`config.mk`:
```
export PLATFORM = sky130hd
export DESIGN_NAME = permute_sched
export DESIGN_NICKNAME = d
export VERILOG_FILES = /design/src/rtl/permute_sched.sv
export SDC_FILE = /design/constraint.sdc
export NUM_CORES = 1
export LEC_CHECK = 0
export ABC_AREA = 1
export CAP_MARGIN = 20
export CORE_AREA = 3 3 215 217
export CTS_BUF_LIST = sky130_fd_sc_hd__clkbuf_8 sky130_fd_sc_hd__clkbuf_16
export DETAILED_ROUTE_END_ITERATION = 10
export DIE_AREA = 0 0 218 220
export MAX_ROUTING_LAYER = met4
export PLACE_DENSITY = 0.48
export SYNTH_ARGS = -nofsm -noshare
export SYNTH_HDL_FRONTEND = slang
export SYNTH_SLANG_ARGS = --single-unit
```
`constraint.sdc`:
```
create_clock -name clk -period 2.3 [get_ports clk]
set_input_delay 0.23 -clock clk [delete_from_list [all_inputs] [get_ports clk]]
set_output_delay 0.23 -clock clk [all_outputs]
set_load 0.02 [all_outputs]
```
`src/rtl/permute_sched.sv`:
```
// permute_sched: sequencing controller for the NTT lane scatter network.
// Walks (stage, group) counters, emits a rotating destination select per
// lane, gates beats through the external network with valid/ready and
// registers the permuted result.

// Per-lane destination select: dest = (LANE + offset) mod N.
// The sum is at most 2N-2, so one conditional subtract replaces a divider.
module permute_lane_sel #(
  parameter int N    = 4,
  parameter int SELW = 3,
  parameter int LANE = 0
)(
  input  logic [SELW-1:0] offset,
  output logic [SELW-1:0] dest
);
  localparam logic [SELW:0] N_EXT = (SELW+1)'(N);
  logic [SELW:0] sum;

  assign sum  = (SELW+1)'(LANE) + {1'b0, offset};
  assign dest = (sum >= N_EXT) ? SELW'(sum - N_EXT) : sum[SELW-1:0];
endmodule

module permute_sched #(
  parameter int P     = 2,
  parameter int N     = 2*P,
  parameter int W     = 32,
  // one spare bit beyond log2(N) so an out-of-range rotation step is
  // representable and can be flagged
  parameter int MAP   = $clog2(N) + 1,
  parameter int SELW  = MAP,
  parameter int GRP_W = 8,
  parameter int STG_W = 4
)(
  input  logic              clk,
  input  logic              rst_n,
  input  logic              start,
  input  logic [GRP_W-1:0]  cfg_groups,
  input  logic [STG_W-1:0]  cfg_stages,
  input  logic [SELW-1:0]   cfg_rot_step,
  input  logic              in_valid,
  output logic              in_ready,
  input  logic [N*W-1:0]    in_data,
  output logic [N*W-1:0]    net_in_bus,
  output logic [N*SELW-1:0] net_dest_bus,
  input  logic [N*W-1:0]    net_out_bus,
  output logic              out_valid,
  input  logic              out_ready,
  output logic [N*W-1:0]    out_data,
  output logic              busy,
  output logic              done,
  output logic              cfg_err
);
  typedef enum logic [1:0] {IDLE, RUN, DRAIN} state_t;

  localparam logic [SELW:0] N_EXT = (SELW+1)'(N);

  state_t           state;
  logic [GRP_W-1:0] groups_q, g;
  logic [STG_W-1:0] stages_q, s;
  logic [SELW-1:0]  rot_q, base, offset;

  logic             accept, last_g, last_beat, rot_bad;
  logic [SELW:0]    base_sum, off_sum;
  logic [SELW-1:0]  base_nxt, off_nxt;

  assign in_ready   = (state == RUN) && (!out_valid || out_ready);
  assign accept     = in_valid && in_ready;
  assign last_g     = (g == groups_q - GRP_W'(1));
  assign last_beat  = last_g && (s == stages_q - STG_W'(1));
  assign busy       = (state != IDLE);
  assign net_in_bus = in_data;
  assign rot_bad    = ({1'b0, cfg_rot_step} >= N_EXT);

  // next stage base and next in-stage offset, both reduced mod N
  assign base_sum = {1'b0, base} + {1'b0, rot_q};
  assign base_nxt = (base_sum >= N_EXT) ? SELW'(base_sum - N_EXT) : base_sum[SELW-1:0];
  assign off_sum  = {1'b0, offset} + (SELW+1)'(1);
  assign off_nxt  = (off_sum >= N_EXT) ? SELW'(off_sum - N_EXT) : off_sum[SELW-1:0];

  // one select unit per lane; offset is 0 outside a run so IDLE is identity
  for (genvar j = 0; j < N; j++) begin : g_lane
    permute_lane_sel #(.N(N), .SELW(SELW), .LANE(j)) u_sel (
      .offset (offset),
      .dest   (net_dest_bus[j*SELW +: SELW])
    );
  end

  // run control: config latch, (stage, group) counters, done pulse
  always_ff @(posedge clk or negedge rst_n) begin
    if (!rst_n) begin
      state    <= IDLE;
      groups_q <= '0;
      stages_q <= '0;
      rot_q    <= '0;
      g        <= '0;
      s        <= '0;
      base     <= '0;
      offset   <= '0;
      done     <= 1'b0;
      cfg_err  <= 1'b0;
    end else begin
      done <= 1'b0;
      case (state)
        IDLE: begin
          if (start) begin
            groups_q <= cfg_groups;
            stages_q <= cfg_stages;
            rot_q    <= rot_bad ? '0 : cfg_rot_step;
            cfg_err  <= rot_bad;
            g        <= '0;
            s        <= '0;
            base     <= '0;
            offset   <= '0;
            if (cfg_groups == '0 || cfg_stages == '0) done  <= 1'b1;
            else                                      state <= RUN;
          end
        end
        RUN: begin
          if (accept) begin
            if (last_g) begin
              g      <= '0;
              s      <= s + STG_W'(1);
              base   <= base_nxt;
              offset <= base_nxt;
            end else begin
              g      <= g + GRP_W'(1);
              offset <= off_nxt;
            end
            if (last_beat) state <= DRAIN;
          end
        end
        DRAIN: begin
          if (!out_valid || out_ready) begin
            state  <= IDLE;
            done   <= 1'b1;
            g      <= '0;
            s      <= '0;
            base   <= '0;
            offset <= '0;
          end
        end
        default: state <= IDLE;
      endcase
    end
  end

  // output register: load on accept, drop valid on a bare output handshake
  always_ff @(posedge clk or negedge rst_n) begin
    if (!rst_n) begin
      out_valid <= 1'b0;
      out_data  <= '0;
    end else if (accept) begin
      out_valid <= 1'b1;
      out_data  <= net_out_bus;
    end else if (out_valid && out_ready) begin
      out_valid <= 1'b0;
    end
  end
endmodule

```
=== After elaboration in Yosys (flattened, before gate mapping) ===
Index checks and enable logic that the tools add are counted.

* Reductions and logical operators: 17
* $lt $le $gt $ge: 6
* Equality and inequality tests: 10
* Add/sub/neg operators: 13
* Muxes and demuxes: 36

{| class="wikitable"
|+ Operators with widths
! operator !! count
|-
| $mux W3 || 12
|-
| $mux W8 || 4
|-
| $pmux W8 S3 || 1
|-
| $pmux W3 S3 || 2
|-
| $ge A4 B3 Y1 const B || 4
|-
| $mux W4 || 4
|-
| $sub A3 B3 Y3 const B || 5
|-
| $ne A2 B2 Y1 const B || 6
|-
| $pmux W4 S3 || 1
|-
| $mux W2 || 5
|-
| $reduce_and A5 Y1 || 2
|-
| $add A2 B3 Y4 const A || 2
|-
| $add A8 B1 Y8 const B || 1
|-
| $eq A8 B8 Y1 || 1
|-
| $logic_not A8 Y1 || 1
|-
| $sub A8 B1 Y8 const B || 1
|-
| $ge A3 B3 Y1 const B || 2
|-
| $pmux W2 S3 || 1
|-
| $mux W1 || 5
|-
| $add A1 B3 Y4 const A || 1
|-
| $add A3 B3 Y4 || 1
|-
| $add A4 B1 Y4 const B || 1
|-
| $eq A4 B4 Y1 || 1
|-
| $logic_and A1 B1 Y1 || 4
|-
| 12 further kinds || 14
|}

* Register bits after elaboration: 166
* Logic and storage cells: 94
* Output and inout bits: 273
* Input bits: 276

=== Longest topological paths before layout ===
Gate-level depths: netlist of run 1.

* Word-level depth: 6
* Depth in mapped cells: 14
* Gate-level depth less buffers: 14

=== Modules after synthesis ===
Synthesis of run 1 repeated with hierarchy kept, for this count alone.

* Cell total of the unflattened synthesis: 990
* Area total of the unflattened synthesis: 8,185.4 µm²

{| class="wikitable"
|+ Modules (own cells, without submodules)
! module !! cells each !! area an instance (µm²) !! instances !! sequential area each (µm²)
|-
| permute_sched || 969 || 8,071.5 || 1 || 4,154.0
|-
| permute_lane_sel at g_lane[3].u_sel || 8 || 38.8 || 1 || 0.0
|-
| permute_lane_sel at g_lane[1].u_sel || 5 || 30.0 || 1 || 0.0
|-
| permute_lane_sel at g_lane[0].u_sel || 4 || 26.3 || 1 || 0.0
|-
| permute_lane_sel at g_lane[2].u_sel || 4 || 18.8 || 1 || 0.0
|}

=== Worst setup path before layout of run 1 ===
No wires, ideal clock.

* Path kind: reg-to-reg
* Start point: register groups_q[0]
* End point: register state[1]
* Stages on the path, launching flop included: 15
* Required time: 2,234 ps
* Path buffers: 1
* Setup time: 66 ps
* Path slack: 635 ps
* Period minus slack after synthesis: 1,665 ps
* Data arrival time: 1,600 ps
* Cells stage by stage: dfrtp_1 inv_1 ha_1 inv_1 nand2_1 nand2_1 nand2_1 nor2_1 nand3_1 nor2_2 nand2_2 nand2_4 buf_6 nand3_1 nand2_1

* Cells in the longest elaborated chain, start to end: 5

{| class="wikitable"
|+ RTL lines
! item !! RTL line !! text
|-
| start, declared || 58 || <nowiki>logic [GRP_W-1:0] groups_q, g;</nowiki>
|-
| start signal, assigned || 106 || <nowiki>groups_q <= cfg_groups;</nowiki>
|-
| $sub A8 B1 Y8 || 68 || <nowiki>assign last_g = (g == groups_q - GRP_W'(1));</nowiki>
|-
| $eq A8 B8 Y1 || 68 ||
|-
| $logic_and A1 B1 Y1 || 69 || <nowiki>assign last_beat = last_g && (s == stages_q - STG_W'(1));</nowiki>
|-
| $ne A2 B2 Y1 (no source line) || n/a ||
|-
| $reduce_and A5 Y1 (no source line) || n/a ||
|-
| end signal, assigned || 91 || <nowiki>state <= IDLE;</nowiki>
|-
| end signal, assigned || 115 || <nowiki>else state <= RUN;</nowiki>
|-
| end signal, assigned || 129 || <nowiki>if (last_beat) state <= DRAIN;</nowiki>
|-
| end, declared || 57 || <nowiki>state_t state;</nowiki>
|}

No other way between the ends.
A chain may end at the register's enable or synchronous reset.

=== Worst setup path in the final report of run 1 ===
* Start point: register offset[0]
* End point: output port net_dest_bus[4]

* Cells in the longest elaborated chain, start to end: 3
* Elaborated cells on any way between the ends: 4
* Classes of those cells: add/sub: 2; order compare: 1; mux: 1

{| class="wikitable"
|+ RTL lines
! item !! RTL line !! text
|-
| start, declared || 60 || <nowiki>logic [SELW-1:0] rot_q, base, offset;</nowiki>
|-
| start signal, assigned || 124 || <nowiki>offset <= base_nxt;</nowiki>
|-
| start signal, assigned || 127 || <nowiki>offset <= off_nxt;</nowiki>
|-
| $add A1 B3 Y4 * || 19 || <nowiki>assign sum = (SELW+1)'(LANE) + {1'b0, offset};</nowiki>
|-
| $ge A4 B3 Y1 / $sub A3 B3 Y3 (equally long branches) || 20 || <nowiki>assign dest = (sum >= N_EXT) ? SELW'(sum - N_EXT) : sum[SELW-1:0];</nowiki>
|-
| $mux W3 * || 20 ||
|-
| end, declared || 44 || <nowiki>output logic [N*SELW-1:0] net_dest_bus,</nowiki>
|}

Mark *: on every way between the ends. The rest lies on a longest branch, timed or not.

==> results.md, run 1 <==
* Status: finished, final reports clean
* CTS Sinks at 166
* Final hold vios at 0
* Via density at 3.680
* Avg Synthesized Cell Area at 8.292 sq um
* Reg2reg end: s[1]$_DFFE_PN0P_
* Max-slew violations at 0
* Pre-antenna DRT Iters at 6
* Nets at 1425
* Skew-Pair Late Insertion Delay at 0.48 ns
* H-tree levels at 4
* Gate Count Post-Synth at 977
* Gate power share at 0.479
* Final setup viols at 0
* Largest fanout on the critical path at 8
* Period minus WS final at 2.171 ns
* Crit-path cells: inv_1, ha_1, clkdlybuf4s50_1
* Number of global-route vias before repair at 6656
* Synth unique cells at 30
* Sequential Power Share at 0.327
* Total gr overflow at 0
* Initial core utilization at 0.1828
* Worst reg2reg setup slack at 0.21 ns
* DRC viols at 0
* Worst R2R Start: groups_q[0]$_DFFE_PN0P_
* DIE WIDTH at 218 um
* CTS buffer count at 17
* Setup crit end kind: primary output
* Initial DRC count at 273
* CTS max path bufs at 2
* RSZ-0062 raised after global routing: yes
* Die area at 47960 sq um
* Setup crit start kind: register
* Post-Layout Inst Area at 11390 sq um
* Syn Std Cell Area at 8102 sq um
* PwrDens at 1345 nW/um^2
* Critical Path Sink: net_dest_bus[4]
* Detailed Route WL at 24860 um
* Ant. Diodes at 0
* Synth area leaders: dfrtp_1 (51%), nand2_1 (22%), buf_4 (13%)
* CP Data Required Time at 2.07 ns
* Final Skew at 0.01548 ns
* CTS clock-pin slew for the worst setup and hold paths at 0.07 ns
* Seq/Total Area, Yosys at 0.5127
* Area post-placement at 10780 sq um
* Clock power frac at 0.194
* P&R area growth vs syn at 40.57%
* CTS tree: yes
* Cell taking the most area after synthesis: dfrtp_1
* Clock Tree Root: clkbuf_16
* Max-cap violations at 0
* Setup crit start: offset[0]$_DFFE_PN0P_
* Worst path max stage delay at 0.61 ns
* Routability Congestion at 0.7385
* First-pass GRT wire length at 37890 um
* Worst VDD drop at 0.7008 mV
* I/O pin total at 549
* Post-synth top area share at 0.5127
* Port Buffers at 291
* Final Cycle Share at 0.9439
* FF+latch count, synth at 166
* DP HPWL at 17890 um
* Core box area at 44320 sq um
* Post-synth net total at 1263
* DR WL/cell at 14.25 um
* Antenna violations before repair at 0
* Int Pwr at 0.009064 W
* R2R depth at 13
* Leak pwr at 5.478 nW
* Largest net degree at the start of global routing at 62
* Yosys warns at 0
* Sw power at 0.006248 W
* Highest-delay cell along the critical path: clkdlybuf4s50_1
* Die Ht at 220 um
* Max frequency at 0.4606 GHz
* Switching fraction of total power at 0.4081
* Total chip power at 0.01531 W
* Vias at 6418
* Post-DRT Antenna Nets at 0
* Hold Path Class: in -> async
* Row count at 77
* Critical Path AT at 1.94 ns
* Proportion of layout cells with a drive suffix above 1 at 0.05816
* Critical path class: reg -> out
* All-Layer GR Usage at 0.1081
## worst min path at each step
stage,from,end,slack (ns),depth (start not counted)
6_report,rst_n,out_data[59]$_DFFE_PN0P_,0.24,2
5_1_grt,rst_n,out_data[59]$_DFFE_PN0P_,0.25,2
4_1_cts,rst_n,out_data[59]$_DFFE_PN0P_,0.21,2
3_5_place_dp,rst_n,out_data[62]$_DFFE_PN0P_,0.20,1
3_3_place_gp,rst_n,out_data[62]$_DFFE_PN0P_,0.20,1
2_1_floorplan,rst_n,base[0]$_DFFE_PN0P_,-0.07,0
## flip-flops by register name, summed over array words and instances (netlist names), 2 cells and up
name / cells
out_data: 128
base: 3
groups_q: 8
rot_q: 3
offset: 3
state: 2
s: 4
g: 8
stages_q: 4
## metrics by stage
stage	instances	utilization	worst slack, ns	setup TNS (ns)	hold WS (ns)
6_report	1744	0.2570	0.1290	0	0.2444
5_1_grt	1744	0.2570	-0.001505	-0.001505	0.2450
4_1_cts	1744	0.2569	0.0003944	0	0.2065
3_5_place_dp	1711	0.2433	0.1215	0	0.1989
3_3_place_gp	1711	0.2433	0.1250	0	0.1985
2_1_floorplan	977	-	0.6346	0	-0.06559
## metal layers
layer,vias to the layer above,wire length [um],global-route usage
li1,3158,-,-
met1,2915,9999,0.1185
met2,260,11370,0.1577
met3,85,2543,0.05792
met4,0,952,0.05784
met5,-,0,-
## critical path: cells and delay by family (launching register included)
kind       cells  cell delay, ns
fa+ha+maj      1            0.31
flops          1            0.44
buf+inv        2            0.73
## repair_timing
action                                 in CTS  in global routing
setup endpoints to repair                   5                  3
buffers inserted                            0                  0
endpoints found under the hold margin      34                  0
hold buffers                                1                  0
resized for setup                           3                  2
## layout by cell type (no fill, tap or decap), types with 9 or more instances in the layout
master / instances
nand2_1: 472
clkdlybuf4s50_1: 286
dfrtp_1: 165
inv_1: 42
nor2_1: 26
nand3_1: 20
clkbuf_16: 17
o21ai_0: 16
xor2_1: 11
buf_4: 10
a21oi_1: 9
ha_1: 9
## final cells by class
| class | count | area [sq um] |
|---|---|---|
| Clock buffer | 18 | 439.2 |
| Multi-Input combinational cell | 599 | 2585 |
| Clock inverter | 14 | 151.4 |
| Sequential cell | 166 | 4155 |
| Timing Repair Buffer | 309 | 3142 |
| Inverter | 46 | 175.2 |
| Tap cell | 592 | 740.7 |
| Fill cell | 4843 | 32930 |
## power by group through the flow
stage	Combinational [W]	Sequential [W]	Clock [W]
2_1_floorplan	0.00300	0.00625	0
3_3_place_gp	0.00746	0.00501	0
3_5_place_dp	0.00748	0.00501	0
4_1_cts	0.00748	0.00502	0.00314
5_1_grt	0.00807	0.00518	0.00323
6_report	0.00734	0.00501	0.00297
## synth_stat cells (all sizes together)
cell,count
inv,46
xnor2,7
o21ai,19
clkbuf,4
a22o,1
xor2,11
nand3,20
a22oi,1
conb,1
nor2,31
ha,9
dfrtp,166
nand3b,2
buf,162
a21o,1
a221oi,1
fa,1
nand4,4
a21oi,9
nor3,3
nand2,478
## logic make-up after synthesis
family,after synthesis,synth area share
compound gates,32,0.02131
xor+xnor,18,0.01946
fa+ha+maj,10,0.01637
buf+inv,212,0.1688
flops,166,0.5127
other cells,1,0.0004629
simple gates,538,0.2608
Note: power is estimated with default switching activity, not from simulation.
==> run 2: changes to the inputs <==
- CTS_BUF_LIST: sky130_fd_sc_hd__clkbuf_8 sky130_fd_sc_hd__clkbuf_16 -> sky130_fd_sc_hd__clkbuf_8
- clock period: 2.3 -> 2.6 ns (I/O delays scaled with it)
==> run 2 against run 1 <==
Non-clock buffer count decreased by 6. Routed wire length down 0.54%. Sequential share of layout area grew 0.79 points. Clock-buffer cell count rose by 1. Flip-flop and latch count unchanged. Sequential power fell by 12%. Cell area down 2.1%.
==> results.md, run 2 (synthesized netlist as in run 1, its figures left out) <==
* Initial core utilization at 0.1828
* Nets at 1419
* DRC viols at 0
* First-pass GRT wire length at 38050 um
* Biggest registers after layout: out_data (128), g (8), groups_q (8)
* Fin Hold WS at 0.2350 ns
* M1 WL at 10050 um
* Top Metal Used: met4
* Largest net degree at the start of global routing at 112
* Via density at 3.723
* Cell repeated most along the worst path: inv_1
* Row count at 77
* Most common cell after layout, fill and taps aside: nand2_1
* Int Pwr at 0.007463 W
* All-Layer GR Usage at 0.1079
* CP Data Required Time at 2.34 ns
* Max-cap violations at 0
* RSZ-0062 raised after global routing: no
* Skew-Pair Late Insertion Delay at 0.54 ns
* Crit-path cells: inv_1, ha_1, inv_1, clkdlybuf4s50_1
* CTS tree: yes
* Leak pwr at 5.321 nW
* Postcts setup bufs at 0
* PwrDens at 1160 nW/um^2
* Clock power frac at 0.160
* Routability Congestion at 0.7429
* DIE WIDTH at 218 um
* Total gr overflow at 0
* Min-delay src: net_out_bus[3]
* Biggest register: out_data
* Clock Tree Root: clkbuf_8
* Sequential Power Share at 0.341
* Hold Path Class: in -> reg
* Gate power share at 0.499
* R2R depth at 13
* Die area at 47960 sq um
* Detailed Route WL at 24730 um
* Dpl cells at 1705
* Worst R2R Start: groups_q[0]$_DFFE_PN0P_
* Worst Tran Pin Value at 0.6246 ns
* Die Ht at 220 um
* WHS Path Cells at 3
* Core box area at 44320 sq um
* Initial DRC count at 336
* Pre-antenna DRT Iters at 4
* Final Cycle Share at 0.9245
* Non-Filler Instances at 1738
* Setup crit end kind: primary output
* Proportion of layout cells with a drive suffix above 1 at 0.05410
* I/O pin total at 549
* Hold EP: out_data[3]$_DFFE_PN0P_
* Largest fanout on the critical path at 8
* Highest-delay cell along the critical path: clkdlybuf4s50_1
* Max-slew violations at 0
* Number of global-route vias before repair at 6749
* Critical path class: reg -> out
* CTS clock-pin slew for the worst setup and hold paths at 0.10 ns
* Layout fillers at 4871
* Ant. Diodes at 0
* Setup crit start kind: register
* Worst slack at placement at 0.4262 ns
* Period minus WS final at 2.404 ns
* CTS Sinks at 166
* Met2 WL post-DR at 11240 um
* Critical Path AT at 2.14 ns
* Worst reg2reg setup slack at 0.55 ns
* Switching fraction of total power at 0.4229
* Largest register FFs at 128
* Final Skew at 0.01854 ns
* Worst path max stage delay at 0.62 ns
* Final Util at 0.2515
* DP HPWL at 17710 um
* Sw power at 0.005470 W
* Worst setup margin at 0.1962 ns
* Port Buffers at 291
* Rel. slew slack at 0.5836
* Post-DRT Antenna Nets at 0
* Vias at 6471
* Antenna violations before repair at 0
* Status: finished, final reports clean
* H-tree levels at 4
* CTS max path bufs at 2
* CTS buffer count at 17
* Final setup viols at 0
* Most frequent cells in the layout: nand2_1 (472), clkdlybuf4s50_1 (289), dfrtp_1 (165), inv_1 (41), nor2_1 (26)
* DR WL/cell at 14.23 um
* Max frequency at 0.4160 GHz
* Wire length on met3 at 2415 um
* Final hold vios at 0
* P&R area growth vs syn at 37.58%
* Final setup TNS at 0 ns
* Worst VDD drop at 0.6232 mV
* Reg2reg end: base[1]$_DFFE_PN0P_
run 2: changes by cell type in the layout (fill, tap and decap cells not counted), sizes merged:
cell	delta
inv	+2
clkbuf	+1
clkdlybuf4s50	+3
clkinv	-3
dlymetal6s2s	-2
buf	-6
dlygate4sd2	-1
run 2: worst max path at each step:
stage,start,endpoint,slack (ns),depth (start not counted)
4_1_cts,offset[0]$_DFFE_PN0P_,net_dest_bus[10],0.06,4
3_5_place_dp,out_ready,in_ready,0.43,6
2_1_floorplan,groups_q[0]$_DFFE_PN0P_,state[1]$_DFFE_PN0P_,0.93,14
3_3_place_gp,out_ready,in_ready,0.41,6
6_report,offset[0]$_DFFE_PN0P_,net_dest_bus[10],0.20,4
5_1_grt,offset[1]$_DFFE_PN0P_,net_dest_bus[10],0.04,4
run 2: routing by layer:
layer / up-vias / global-route usage
met5: - / -
met4: 0 / 0.06284
met3: 84 / 0.05254
met2: 262 / 0.1560
met1: 2987 / 0.1210
li1: 3138 / -
run 2: layout make-up:
| class | count | area [sq um] | share of cell area |
|---|---|---|---|
| clock buffers | 19 | 261.5 | 0.02346 |
| clock inverters | 13 | 160.2 | 0.01437 |
| inverters | 46 | 175.2 | 0.01572 |
| multi-input cells | 599 | 2585 | 0.2319 |
| flip-flops and latches | 166 | 4155 | 0.3728 |
| well taps | 592 | 740.7 | 0.06646 |
| repair buffers | 303 | 3068 | 0.2753 |
run 2: power by group through the flow:
stage / clock [W] / sequential (W) / combinational [W]
after floorplan: 0 / 0.00553 / 0.00265
final: 0.00207 / 0.00441 / 0.00645
after detailed placement: 0 / 0.00443 / 0.00658
after CTS: 0.00221 / 0.00443 / 0.00658
after global placement: 0 / 0.00442 / 0.00655
after global routing: 0.00229 / 0.00456 / 0.00712
run 2: stage by stage:
step	total power (W)	area [sq um]
CTS	0.01322	11150
finish	0.01293	11150
detailed placement	0.01101	10710
global route	0.01398	11150
floorplan	0.008185	8102
global placement	0.01097	10710
run 2: repair_timing:
item                                    CTS  global route
hold buffers                              1             0
endpoints found under the setup margin    2             0
gates resized for setup                   2             0
hold endpoints to repair                 48             0
run 2: critical path: cells and delay by family (launching register included):
kind / cells / cell delay, ns
buf+inv: 3 / 0.85
flops: 1 / 0.45
fa+ha+maj: 1 / 0.32
==> run 3: changes to the inputs <==
- CTS_BUF_LIST: sky130_fd_sc_hd__clkbuf_8 -> default
==> run 3 against run 2 <==
Routed wire length rose by 0.23%. Via count barely moved. Global-route usage barely moved. Worst hold slack improved by 0.074 ns. Worst setup slack got worse by 0.079 ns. Cell count did not move. Sequential share of layout area fell by 0.64 points. Largest power group unchanged. Fmax fell by 3.2%. Combinational power barely moved. Register-to-register slack improved by 0.02 ns.
==> results.md, run 3 (synthesized netlist as in run 1, its figures left out) <==
* Status: finished, final reports clean
* Via density at 3.720
* Ant. Diodes at 0
* Setup crit end kind: primary output
* Rel. slew slack at 0.5843
* Final setup viols at 0
* Pre-antenna DRT Iters at 4
* DP HPWL at 17710 um
* # resized after CTS at 0
* Biggest registers after layout: out_data (128), g (8), groups_q (8)
* Final Cycle Share at 0.9548
* Non-Filler Instances at 1738
* Largest register FFs at 128
* Final hold vios at 0
* Number of global-route vias before repair at 6758
* Layout fillers at 4856
* PwrDens at 1199 nW/um^2
* Die Ht at 220 um
* Die area at 47960 sq um
* Final setup TNS at 0 ns
* Worst VDD drop at 0.6224 mV
* DIE WIDTH at 218 um
* Dpl cells at 1705
* CTS tree: yes
* Most frequent cells in the layout: nand2_1 (472), clkdlybuf4s50_1 (290), dfrtp_1 (166), inv_1 (41), nor2_1 (26)
* Met2 WL post-DR at 11340 um
* All-Layer GR Usage at 0.1082
* M1 WL at 10140 um
* First-pass GRT wire length at 38050 um
* CTS max path bufs at 2
* Critical path class: reg -> out
* Max frequency at 0.4028 GHz
* H-tree levels at 4
* Port Buffers at 291
* Most common cell after layout, fill and taps aside: nand2_1
* DRC viols at 0
* Core box area at 44320 sq um
* P&R area growth vs syn at 39.94%
* Proportion of layout cells with a drive suffix above 1 at 0.05323
* I/O pin total at 549
* Leak pwr at 5.407 nW
* Detailed Route WL at 24780 um
* Hold Path Class: in -> async
* Initial core utilization at 0.1828
* Skew-Pair Late Insertion Delay at 0.48 ns
* Initial DRC count at 275
* RSZ-0062 raised after global routing: no
* Final Skew at 0.01567 ns
* Worst Tran Pin Value at 0.6235 ns
* Nets at 1419
* Total gr overflow at 0
* Wire length on met3 at 2368 um
* Fin Hold WS at 0.3085 ns
* Max-cap violations at 0
* R2R depth at 13
* Largest net degree at the start of global routing at 112
* CTS clock-pin slew for the worst setup and hold paths at 0.08 ns
* Vias at 6465
* Post-DRT Antenna Nets at 0
* Largest fanout on the critical path at 6
* Routability Congestion at 0.7429
* Period minus WS final at 2.482 ns
* Antenna violations before repair at 0
* Biggest register: out_data
* Setup crit start kind: register
* Top Metal Used: met4
* Max-slew violations at 0
* CTS buffer count at 17
* DR WL/cell at 14.26 um
* CTS Sinks at 166
* CP Data Required Time at 2.34 ns
* Clock Tree Root: clkbuf_16
* Critical Path AT at 2.22 ns
* Row count at 77
run 3: changes by cell type in the layout (fill, tap and decap cells not counted):
cell | previous run | this run
clkbuf_16 | 0 | 17
clkbuf_8 | 19 | 2
clkdlybuf4s50_1 | 289 | 290
dfrtp_1 | 165 | 166
dfrtp_2 | 1 | 0
dlygate4sd2_1 | 1 | 0
run 3: timing repair:
| item | in CTS | in global routing |
|---|---|---|
| hold endpoints to repair | 48 | 0 |
| hold buffers | 1 | 0 |
| buffers inserted | 0 | 0 |
run 3: worst paths after layout:
check,startpoint,to,slack (ns)
min in group clk,net_out_bus[3],out_data[3]$_DFFE_PN0P_,0.31
hold / removal,rst_n,out_data[88]$_DFFE_PN0P_,0.31
max in group asynchronous,rst_n,out_data[9]$_DFFE_PN0P_,1.62
hold reg to reg,out_data[105]$_DFFE_PN0P_,out_data[105]$_DFFE_PN0P_,0.48
setup reg to reg,groups_q[0]$_DFFE_PN0P_,base[1]$_DFFE_PN0P_,0.57
setup / recovery,state[1]$_DFFE_PN0P_,in_ready,0.12
run 3: layout make-up:
| cell class | count | area [sq um] | share of cell area |
|---|---|---|---|
| timing repair buffer | 303 | 3069 | 0.2707 |
| clock buffer | 19 | 452.9 | 0.03995 |
| inverter | 46 | 175.2 | 0.01545 |
| clock inverter | 13 | 160.2 | 0.01413 |
| multi-input combinational | 599 | 2585 | 0.2280 |
| sequential | 166 | 4154 | 0.3664 |
| tap | 592 | 740.7 | 0.06534 |
run 3: per-layer routing:
| metal | up-vias | GRT usage |
|---|---|---|
| li1 | 3142 | - |
| met1 | 2980 | 0.1207 |
| met2 | 260 | 0.1562 |
| met3 | 83 | 0.05626 |
| met4 | 0 | 0.05893 |
| met5 | - | - |
run 3: critical path: stages, from the launching register on:
cell and delay, ns:
dfrtp_1 0.47, nor2_4 0.24, inv_2 0.12, nor2_2 0.23, clkdlybuf4s50_1 0.69
run 3: stage by stage:
stage,instance area [sq um],setup slack [ns],total power [W],utilization
after CTS,11340,0.05158,0.01387,0.2558
after detailed placement,10710,0.4262,0.01101,0.2418
after global routing,11340,0.03586,0.01463,0.2558
final,11340,0.1176,0.01359,0.2558
after floorplan,8102,0.9346,0.008185,-
after global placement,10710,0.4074,0.01097,0.2418
run 3: where the power goes:
group,internal [W],switching [W]
combinational,0.00284,0.00363
sequential,0.00370,0.000716
clock,0.00149,0.00121
total,0.00804,0.00556
